### config.mk
export PLATFORM = sky130hd
export DESIGN_NAME = mult_arbiter
export DESIGN_NICKNAME = d
export VERILOG_FILES = /design/src/rtl/mult_arb_pkg.sv /design/src/rtl/rr_pick.sv /design/src/rtl/mult_arbiter.sv
export SDC_FILE = /design/constraint.sdc
export NUM_CORES = 1
export LEC_CHECK = 0
export BUFFER_PORTS_ARGS = -buffer_cell sky130_fd_sc_hd__buf_4
export CELL_PAD_IN_SITES_DETAIL_PLACEMENT = 1
export CELL_PAD_IN_SITES_GLOBAL_PLACEMENT = 1
export CORE_MARGIN = 2
export CORE_UTILIZATION = 31
export CTS_BUF_LIST = sky130_fd_sc_hd__clkbuf_16
export DETAILED_ROUTE_END_ITERATION = 10
export MAX_ROUTING_LAYER = met4
export PLACE_DENSITY_LB_ADDON = 0.1
export SLEW_MARGIN = 20
export SYNTH_ARGS = -nofsm -noshare
export SYNTH_HDL_FRONTEND = slang
export SYNTH_SLANG_ARGS = --single-unit
### constraint.sdc
create_clock -name clk -period 4 [get_ports clk]
set_input_delay 0.6 -clock clk [delete_from_list [all_inputs] [get_ports clk]]
set_output_delay 0.6 -clock clk [all_outputs]
set_load 0.01 [all_outputs]
### src/rtl/mult_arb_pkg.sv
// rtl/mult_arb_pkg.sv - shared FSM encoding and default sizing for the multiplier arbiter
package mult_arb_pkg;

    localparam int WIDTH_DEF   = 4;
    localparam int N_DEF       = 4;
    localparam int TIMEOUT_DEF = 64;

    typedef enum logic [1:0] {
        IDLE  = 2'd0,
        ISSUE = 2'd1,
        WAIT  = 2'd2,
        RESP  = 2'd3
    } state_e;

endpackage

### src/rtl/rr_pick.sv
// rtl/rr_pick.sv - round-robin pick starting one past the previous winner
module rr_pick #(
    parameter int N  = 4,
    parameter int IW = 2
) (
    input  logic [N-1:0]  req,
    input  logic [IW-1:0] last_grant,
    output logic [N-1:0]  grant,
    output logic [IW-1:0] grant_idx
);

    int            idx;
    logic [IW-1:0] idx_v;
    logic          found;

    always_comb begin
        grant     = '0;
        grant_idx = '0;
        found     = 1'b0;
        idx       = 0;
        idx_v     = '0;
        for (int k = 1; k <= N; k++) begin
            idx = int'(last_grant) + k;
            if (idx >= N) begin
                idx = idx - N;
            end
            idx_v = idx[IW-1:0];
            if (!found && req[idx_v]) begin
                found        = 1'b1;
                grant[idx_v] = 1'b1;
                grant_idx    = idx_v;
            end
        end
    end

endmodule

### src/rtl/mult_arbiter.sv
// rtl/mult_arbiter.sv - round-robin arbiter sharing one external serial multiplier among N requesters
module mult_arbiter
    import mult_arb_pkg::*;
#(
    parameter int Width   = WIDTH_DEF,
    parameter int N       = N_DEF,
    parameter int TIMEOUT = TIMEOUT_DEF
) (
    input  logic                 clk,
    input  logic                 reset,
    input  logic [N-1:0]         req,
    input  logic [N*Width-1:0]   opa,
    input  logic [N*Width-1:0]   opb,
    output logic [N-1:0]         ack,
    output logic [2*Width-1:0]   result,
    output logic                 err,
    output logic                 busy,
    output logic                 mult_en,
    output logic [Width-1:0]     mult_a,
    output logic [Width-1:0]     mult_b,
    input  logic [2*Width-1:0]   mult_product,
    input  logic                 mult_done
);

    localparam int IW = (N > 1) ? $clog2(N) : 1;
    localparam int CW = $clog2(TIMEOUT + 1);
    localparam logic [CW-1:0] CNT_LAST = CW'(TIMEOUT - 1);

    state_e               state_q, state_d;
    logic [IW-1:0]        grant_q, grant_d;
    logic [IW-1:0]        last_grant_q, last_grant_d;
    logic [CW-1:0]        cnt_q, cnt_d;
    logic [Width-1:0]     mult_a_q, mult_a_d;
    logic [Width-1:0]     mult_b_q, mult_b_d;
    logic [2*Width-1:0]   result_q, result_d;
    logic                 err_q, err_d;
    logic                 done_q;

    logic [N-1:0]         pick_oh;
    logic [IW-1:0]        pick_idx;
    logic                 done_rise;

    rr_pick #(
        .N  (N),
        .IW (IW)
    ) u_rr_pick (
        .req        (req),
        .last_grant (last_grant_q),
        .grant      (pick_oh),
        .grant_idx  (pick_idx)
    );

    // A done level left high by the previous job must not complete this one
    assign done_rise = mult_done & ~done_q;

    always_ff @(posedge clk or negedge reset) begin
        if (!reset) begin
            state_q <= IDLE;
        end else begin
            state_q <= state_d;
        end
    end

    always_ff @(posedge clk or negedge reset) begin
        if (!reset) begin
            grant_q      <= '0;
            last_grant_q <= IW'(N - 1);
            cnt_q        <= '0;
            mult_a_q     <= '0;
            mult_b_q     <= '0;
            result_q     <= '0;
            err_q        <= 1'b0;
            done_q       <= 1'b0;
        end else begin
            grant_q      <= grant_d;
            last_grant_q <= last_grant_d;
            cnt_q        <= cnt_d;
            mult_a_q     <= mult_a_d;
            mult_b_q     <= mult_b_d;
            result_q     <= result_d;
            err_q        <= err_d;
            done_q       <= mult_done;
        end
    end

    always_comb begin
        state_d      = state_q;
        grant_d      = grant_q;
        last_grant_d = last_grant_q;
        cnt_d        = cnt_q;
        mult_a_d     = mult_a_q;
        mult_b_d     = mult_b_q;
        result_d     = result_q;
        err_d        = err_q;
        unique case (state_q)
            IDLE: begin
                if (|pick_oh) begin
                    grant_d  = pick_idx;
                    mult_a_d = opa[pick_idx*Width +: Width];
                    mult_b_d = opb[pick_idx*Width +: Width];
                    state_d  = ISSUE;
                end
            end
            ISSUE: begin
                cnt_d   = '0;
                state_d = WAIT;
            end
            WAIT: begin
                if (done_rise) begin
                    result_d     = mult_product;
                    err_d        = 1'b0;
                    last_grant_d = grant_q;
                    state_d      = RESP;
                end else if (cnt_q == CNT_LAST) begin
                    result_d     = '0;
                    err_d        = 1'b1;
                    last_grant_d = grant_q;
                    state_d      = RESP;
                end else begin
                    cnt_d = cnt_q + 1'b1;
                end
            end
            RESP: begin
                state_d = IDLE;
            end
            default: begin
                state_d = IDLE;
            end
        endcase
    end

    always_comb begin
        ack     = '0;
        result  = '0;
        err     = 1'b0;
        busy    = (state_q != IDLE);
        mult_en = (state_q == ISSUE);
        mult_a  = mult_a_q;
        mult_b  = mult_b_q;
        if (state_q == RESP) begin
            ack[grant_q] = 1'b1;
            result       = result_q;
            err          = err_q;
        end
    end

endmodule

# --- Word level (Yosys, flattened, before mapping) ---
# Index checks and enable logic that the tools add are counted.
totals:
  ff_bits: 31
  in_bits: 47
op_classes:
  n_addsub: 9
  magnitude_cmp: 14
  n_eq_ne: 8
  n_shift: 2
  n_mux: 49
  n_bitwise: 5
  n_reduce_logical: 20
op_table:
  columns: ["op", "n"]
  rows:
  - ["indexed part select 16 x 5 -> 4 bit", 2]
  - ["2-to-1 mux 2 bit", 13]
  - ["2-to-1 mux 8 bit", 3]
  - ["2-to-1 mux 4 bit", 5]
  - ["less-than comparator 2 x 3 -> 1 bit (second input constant)", 5]
  - ["2-to-1 mux 1 bit", 15]
  - ["2-to-1 mux 7 bit", 2]
  - ["case mux 7 bit (2 select lines)", 1]
  - ["OR 4 bit", 3]
  - ["demux 1 bit (select 2 bit)", 5]
  - ["greater-or-equal comparator 2 x 1 -> 1 bit (second input constant)", 5]
  - ["greater-or-equal comparator 3 bit (second input constant)", 3]
  - ["binary-select mux 1 bit (select 2 bit)", 4]
  - ["logical AND 1 bit", 8]
  - ["case mux 2 bit (4 select lines)", 1]
  - ["subtractor 2 x 1 -> 2 bit (second input constant)", 4]
  - ["adder 7 x 1 -> 7 bit (second input constant)", 1]
  - ["== test 7 x 6 -> 1 bit (second input constant)", 1]
  - ["adder 2 x 2 -> 3 bit (second input constant)", 2]
  - ["inequality test 2 bit (second input constant)", 3]
  - ["AND reduction 2 bit", 3]
  - ["nonzero test 2 bit", 3]
  - ["adder 2 x 3 -> 4 bit (second input constant)", 1]
  - ["== test 2 bit (second input constant)", 2]
  - ["10 further kinds", 12]

# --- Longest topological paths before layout ---
logic_depth:
  word_depth: 18
  depth_mapped: 10
  mapped_depth_nobuf: 8

# --- Hierarchy ---
# A second synthesis with hierarchy kept.
hier_totals:
  cells_unflattened: 191
  hier_area_um2: 2173.3
by_module_without_submodules:
  columns: ["mod", "n_inst", "cells_each", "area_each_um2", "seq_area_each_um2"]
  rows:
  - ["mult_arbiter", 1, 132, 1682.9, 778.2]
  - ["rr_pick", 1, 59, 490.5, 0.0]

# --- Worst setup path after synthesis ---
# Ideal clock, no wire load.
synth_timing:
  path_type: "reg2reg"
  start: "register last_grant_q[0]"
  end: "register state_q[1]"
  setup_time_ps: 125
  arrival_time_ps: 2690
  t_required_ps: 3875
  slack_ps: 1185
  stages_incl_launch_ff: 10
  n_path_buf: 1
  cell_sequence: "dfstp_2 buf_6 inv_1 ha_1 mux2i_1 mux2_2 mux2_4 and2_1 nor2_1 mux2_2"
synth_via:
  elab_chain_cells: 18
  word_cells_on_any_way: 63
synth_lines:
  columns: ["element", "line_no", "source"]
  rows:
  - ["start, declared", "mult_arbiter.sv:31", "logic [IW-1:0] last_grant_q, last_grant_d;"]
  - ["start signal, assigned", "mult_arbiter.sv:67", "last_grant_q <= IW'(N - 1);"]
  - ["start signal, assigned", "mult_arbiter.sv:76", "last_grant_q <= last_grant_d;"]
  - ["parallel branches: the longest is 14 deep, another holds adder 2 x 1 -> 3 bit", null, null]
  - ["2-to-1 mux 4 bit *", "rr_pick.sv:28", "if (!found && req[idx_v]) begin"]
  - ["OR reduction 4 bit *", "mult_arbiter.sv:97", "if (|pick_oh) begin"]
  - ["inequality test 2 bit (no source line) *", null, null]
  - ["AND reduction 2 bit (no source line) *", null, null]
  - ["end signal, assigned", "mult_arbiter.sv:60", "state_q <= state_d;"]
  - ["end, declared", "mult_arbiter.sv:29", "state_e state_q, state_d;"]
# Mark *: on every way between the ends. The select of a mux whose other input is x is not followed.
# A chain may end at the register's enable or synchronous reset.

# --- Final worst setup path ---
layout_timing:
  start: "register last_grant_q[1]"
  end: "register mult_a_q[0] (netlist: mult_a[0])"
layout_via:
  elab_chain_cells: 17
  word_cells_on_any_way: 67
layout_lines:
  columns: ["element", "line_no", "source"]
  rows:
  - ["parallel branches: the longest is 17 deep, another holds adder 2 x 1 -> 3 bit", null, null]
  - ["end signal, assigned", "mult_arbiter.sv:78", "mult_a_q <= mult_a_d;"]
  - ["end, declared", "mult_arbiter.sv:33", "logic [Width-1:0] mult_a_q, mult_a_d;"]
# Several ways; the timed one is not identified. The select of a mux whose other input is x is not followed.

==> results by group <==
Status
  • Status: finished, final reports clean

Yosys
  • Post-Syn Nets: 257
  • Average size of a mapped cell: 10.8 um2
  • Area fraction in compound gates after synthesis: 0.214
  • Yosys warns: 0
  • Cell variety after synth: 46
  • Synth Instances: 196
  • Yosys reg bits: 31
  • Mux contribution to synthesized area: 0.122
  • Post-synthesis cell area: 0.00211 mm2
  • EDFF count, synth: 0
  • Post-synthesis sequential area ratio: 0.368
  • Synth Area in XOR/XNOR: 0
  • Simple logic cell fraction of the synthesized area: 0.170
  • Top_reg_cell synth: dfrtp_1
  • Asr flop ratio synth: 1.00
  • Main combinational cell family by area after synthesis: compound AO/OA/AOI/OAI gates
  • Post-Synth Adder-Cell Area: 0.0828

Route
  • DRC: 0
  • Via density: 5.20
  • DRT Wirelength: 5520 um
  • Wirelength per Cell: 15.9 um
  • DRT Pass-1 Iters: 4
  • Via count: 1805
  • Iteration-0 DRC Markers: 60
  • DRT antenna net count: 0

Final layout
  • Commonest non-fill, non-tap cell in the layout: buf_4
  • Most frequent cells in the layout: buf_4 (71), dfrtp_1 (29), nor2_1 (14), ha_1 (14), mux2i_1 (12)
  • # diodes: 0
  • Filler-free cell count of the finished design: 347
  • Layout cells sized above 1: 0.390
  • Final instance area: 0.00283 mm2
  • Fill count: 764
  • Area occupied by multi-input gates: 0.00125 mm2
  • Register area: 778 um2
  • Area grow syn2layout: 33.6%
  • Layout net count: 328

Clocking
  • # H-tree levels: 2
  • Longest Clk Path Bufs: 2
  • Clock transition at path regs: 0.05 ns
  • TritonCTS Buffers: 5
  • CTS Hold Bufs: 0
  • Worst skew pair latency: 0.27 ns
  • Root buffer cell: clkbuf_16
  • CTS tree: built
  • Postcts setup bufs: 0
  • # resized after CTS: 0
  • Clk sink count: 31

Critical path
  • WS Path Type: register to register
  • Critical path's slowest cell: dfstp_2
  • Largest delay contributor family on the critical path: multiplexers
  • CP peak stage delay: 0.64 ns
  • Crit end category: register
  • Worst Path Buf+Inv: 2
  • Worst Path Required: 4.18 ns
  • Critical path fanouts, max: 12
  • Worst Path Arrival: 3.14 ns
  • CP cell instances: inv_1, ha_1, mux2i_1, mux2_2, mux2_4, nor2_4, buf_4, nor2_1, a221oi_2
  • CP Launch Type: register

Floorplanning
  • Num rows: 30
  • I/O Pins: 70
  • Core Region: 0.00668 mm2
  • Initial Utilization: 0.316
  • Die height: 86.6 um
  • Die area: 0.00750 mm2
  • Die width: 86.6 um

STA
  • Final Hold Vio Count: 0
  • Clock Skew: 0.00295 ns
  • Slew at the pin with the worst max-slew slack: 0.702 ns
  • Slew margin rel.: 0.532
  • Period utilization: 0.741
  • Final TNS setup: 0 ns
  • Minimum clock period after layout: 2.96 ns
  • Fmax: 0.337 GHz
  • Final Max Slew Viols: 0
  • # setup viols final: 0
  • RSZ-0062 raised after global routing: no

Place
  • Hpwl dp: 4060 um
  • Post-Place Cells: 340
  • Port bufs: 69
  • Gp weighted congestion: 0.758
  • Placed Area: 0.00269 mm2

Hold path
  • Hold/Removal Path Class: primary input to async pin

Job
  • Max-cap viol count: 0

Global route
  • Vias in the first global route: 1862
  • Gr usage total: 0.162
  • Overflow after GRT: 0
  • Largest net degree at the start of global routing: 32
  • Initial antenna violation count: 0
  • Global-route wire length before repair: 9270 um

Power and ir drop
  • Cell Pwr Density: 803 mW/mm2
  • Leak pwr: 1.35 nW
  • VDD IR max: 0.283 mV
## report_power, final
group          leakage, nW  switching, mW  total [mW]  internal, mW
combinational        0.904          0.753        1.37         0.621
clock               0.0671          0.127       0.350         0.223
sequential           0.378         0.0946       0.544         0.450
total                 1.35          0.974        2.27          1.29
## worst paths after layout
| check | startpoint | endpoint | slack [ns] | cells past startpoint |
|---|---|---|---|---|
| worst max register to register | last_grant_q[1] | mult_a[0] | 1.04 | 9 |
| worst max-delay path | last_grant_q[1] | mult_a[0] | 1.04 | 9 |
| max in group asynchronous | reset | last_grant_q[0] | 3.39 | 1 |
| min in group clk | mult_done | done_q | 0.45 | 1 |
| worst min-delay path | reset | mult_a[2] | 0.26 | 1 |
| worst min register to register | result_q[5] | result_q[5] | 0.49 | 1 |
## synthesized netlist by cell type (2+ instances only)
cell type / instances / area [um2]
a211oi_2: 2 / 25.0
a221oi_2: 8 / 120
a21oi_1: 6 / 30.0
a21o_1: 2 / 15.0
and2_1: 11 / 68.8
nor3_1: 5 / 25.0
o21ai_0: 4 / 20.0
ha_1: 14 / 175
nor2b_1: 2 / 12.5
a211oi_1: 6 / 45.0
mux2i_1: 12 / 120
nand3_1: 3 / 15.0
and3_1: 11 / 68.8
nand2b_1: 2 / 12.5
buf_6: 2 / 22.5
nand2_1: 8 / 30.0
a22o_1: 10 / 87.6
mux2_2: 5 / 56.3
clkbuf_1: 3 / 11.3
mux4_2: 3 / 67.6
a31oi_1: 2 / 12.5
inv_1: 9 / 33.8
dfstp_2: 2 / 52.6
nor2_1: 14 / 52.6
dfrtp_1: 29 / 726
## stage by stage
stage	hold slack, ns	power, mW	setup slack (ns)	util
final	0.263	2.27	1.04	0.423
after global routing	0.303	2.47	0.749	0.423
after CTS	0.285	2.31	1.02	0.423
after detailed placement	0.478	1.93	1.03	0.403
after global placement	0.479	1.92	1.10	0.403
after floorplan	0.304	1.57	1.19	-
## layer usage
layer  wire, um  vias to the layer above  share of wire  GRT usage
li1           -                      880              -          -
met1       2810                      876           0.51      0.230
met2       2430                       47           0.44      0.236
met3        258                        2          0.047     0.0390
met4         24                        0         0.0043     0.0341
met5          0                        -              0          -
## logic make-up (layout without fill, tap and decap cells)
family                     Yosys count  after routing
AOI/OAI and AO/OA                   49             49
adders and majority gates           14             14
buffers and inverters               16             87
DFF                                 31             31
muxes                               21             21
and+or+nand+nor                     65             65
## state kept, by name, summed over array words and instances, names as in the netlist
register and flops:
result_q 8, cnt_q 7, mult_a 4, mult_b 4
grant_q 2, last_grant_q 2, state_q 2, done_q 1
err_q 1
## layout make-up
class,count,share of cell area
inverters,9,0.0120
clock inverters,2,0.00310
repair buffers,71,0.189
clock buffers,5,0.0443
well taps,80,0.0354
multi-input cells,149,0.441
flip-flops and latches,31,0.275
No activity file was read; power rests on OpenSTA's default activity.
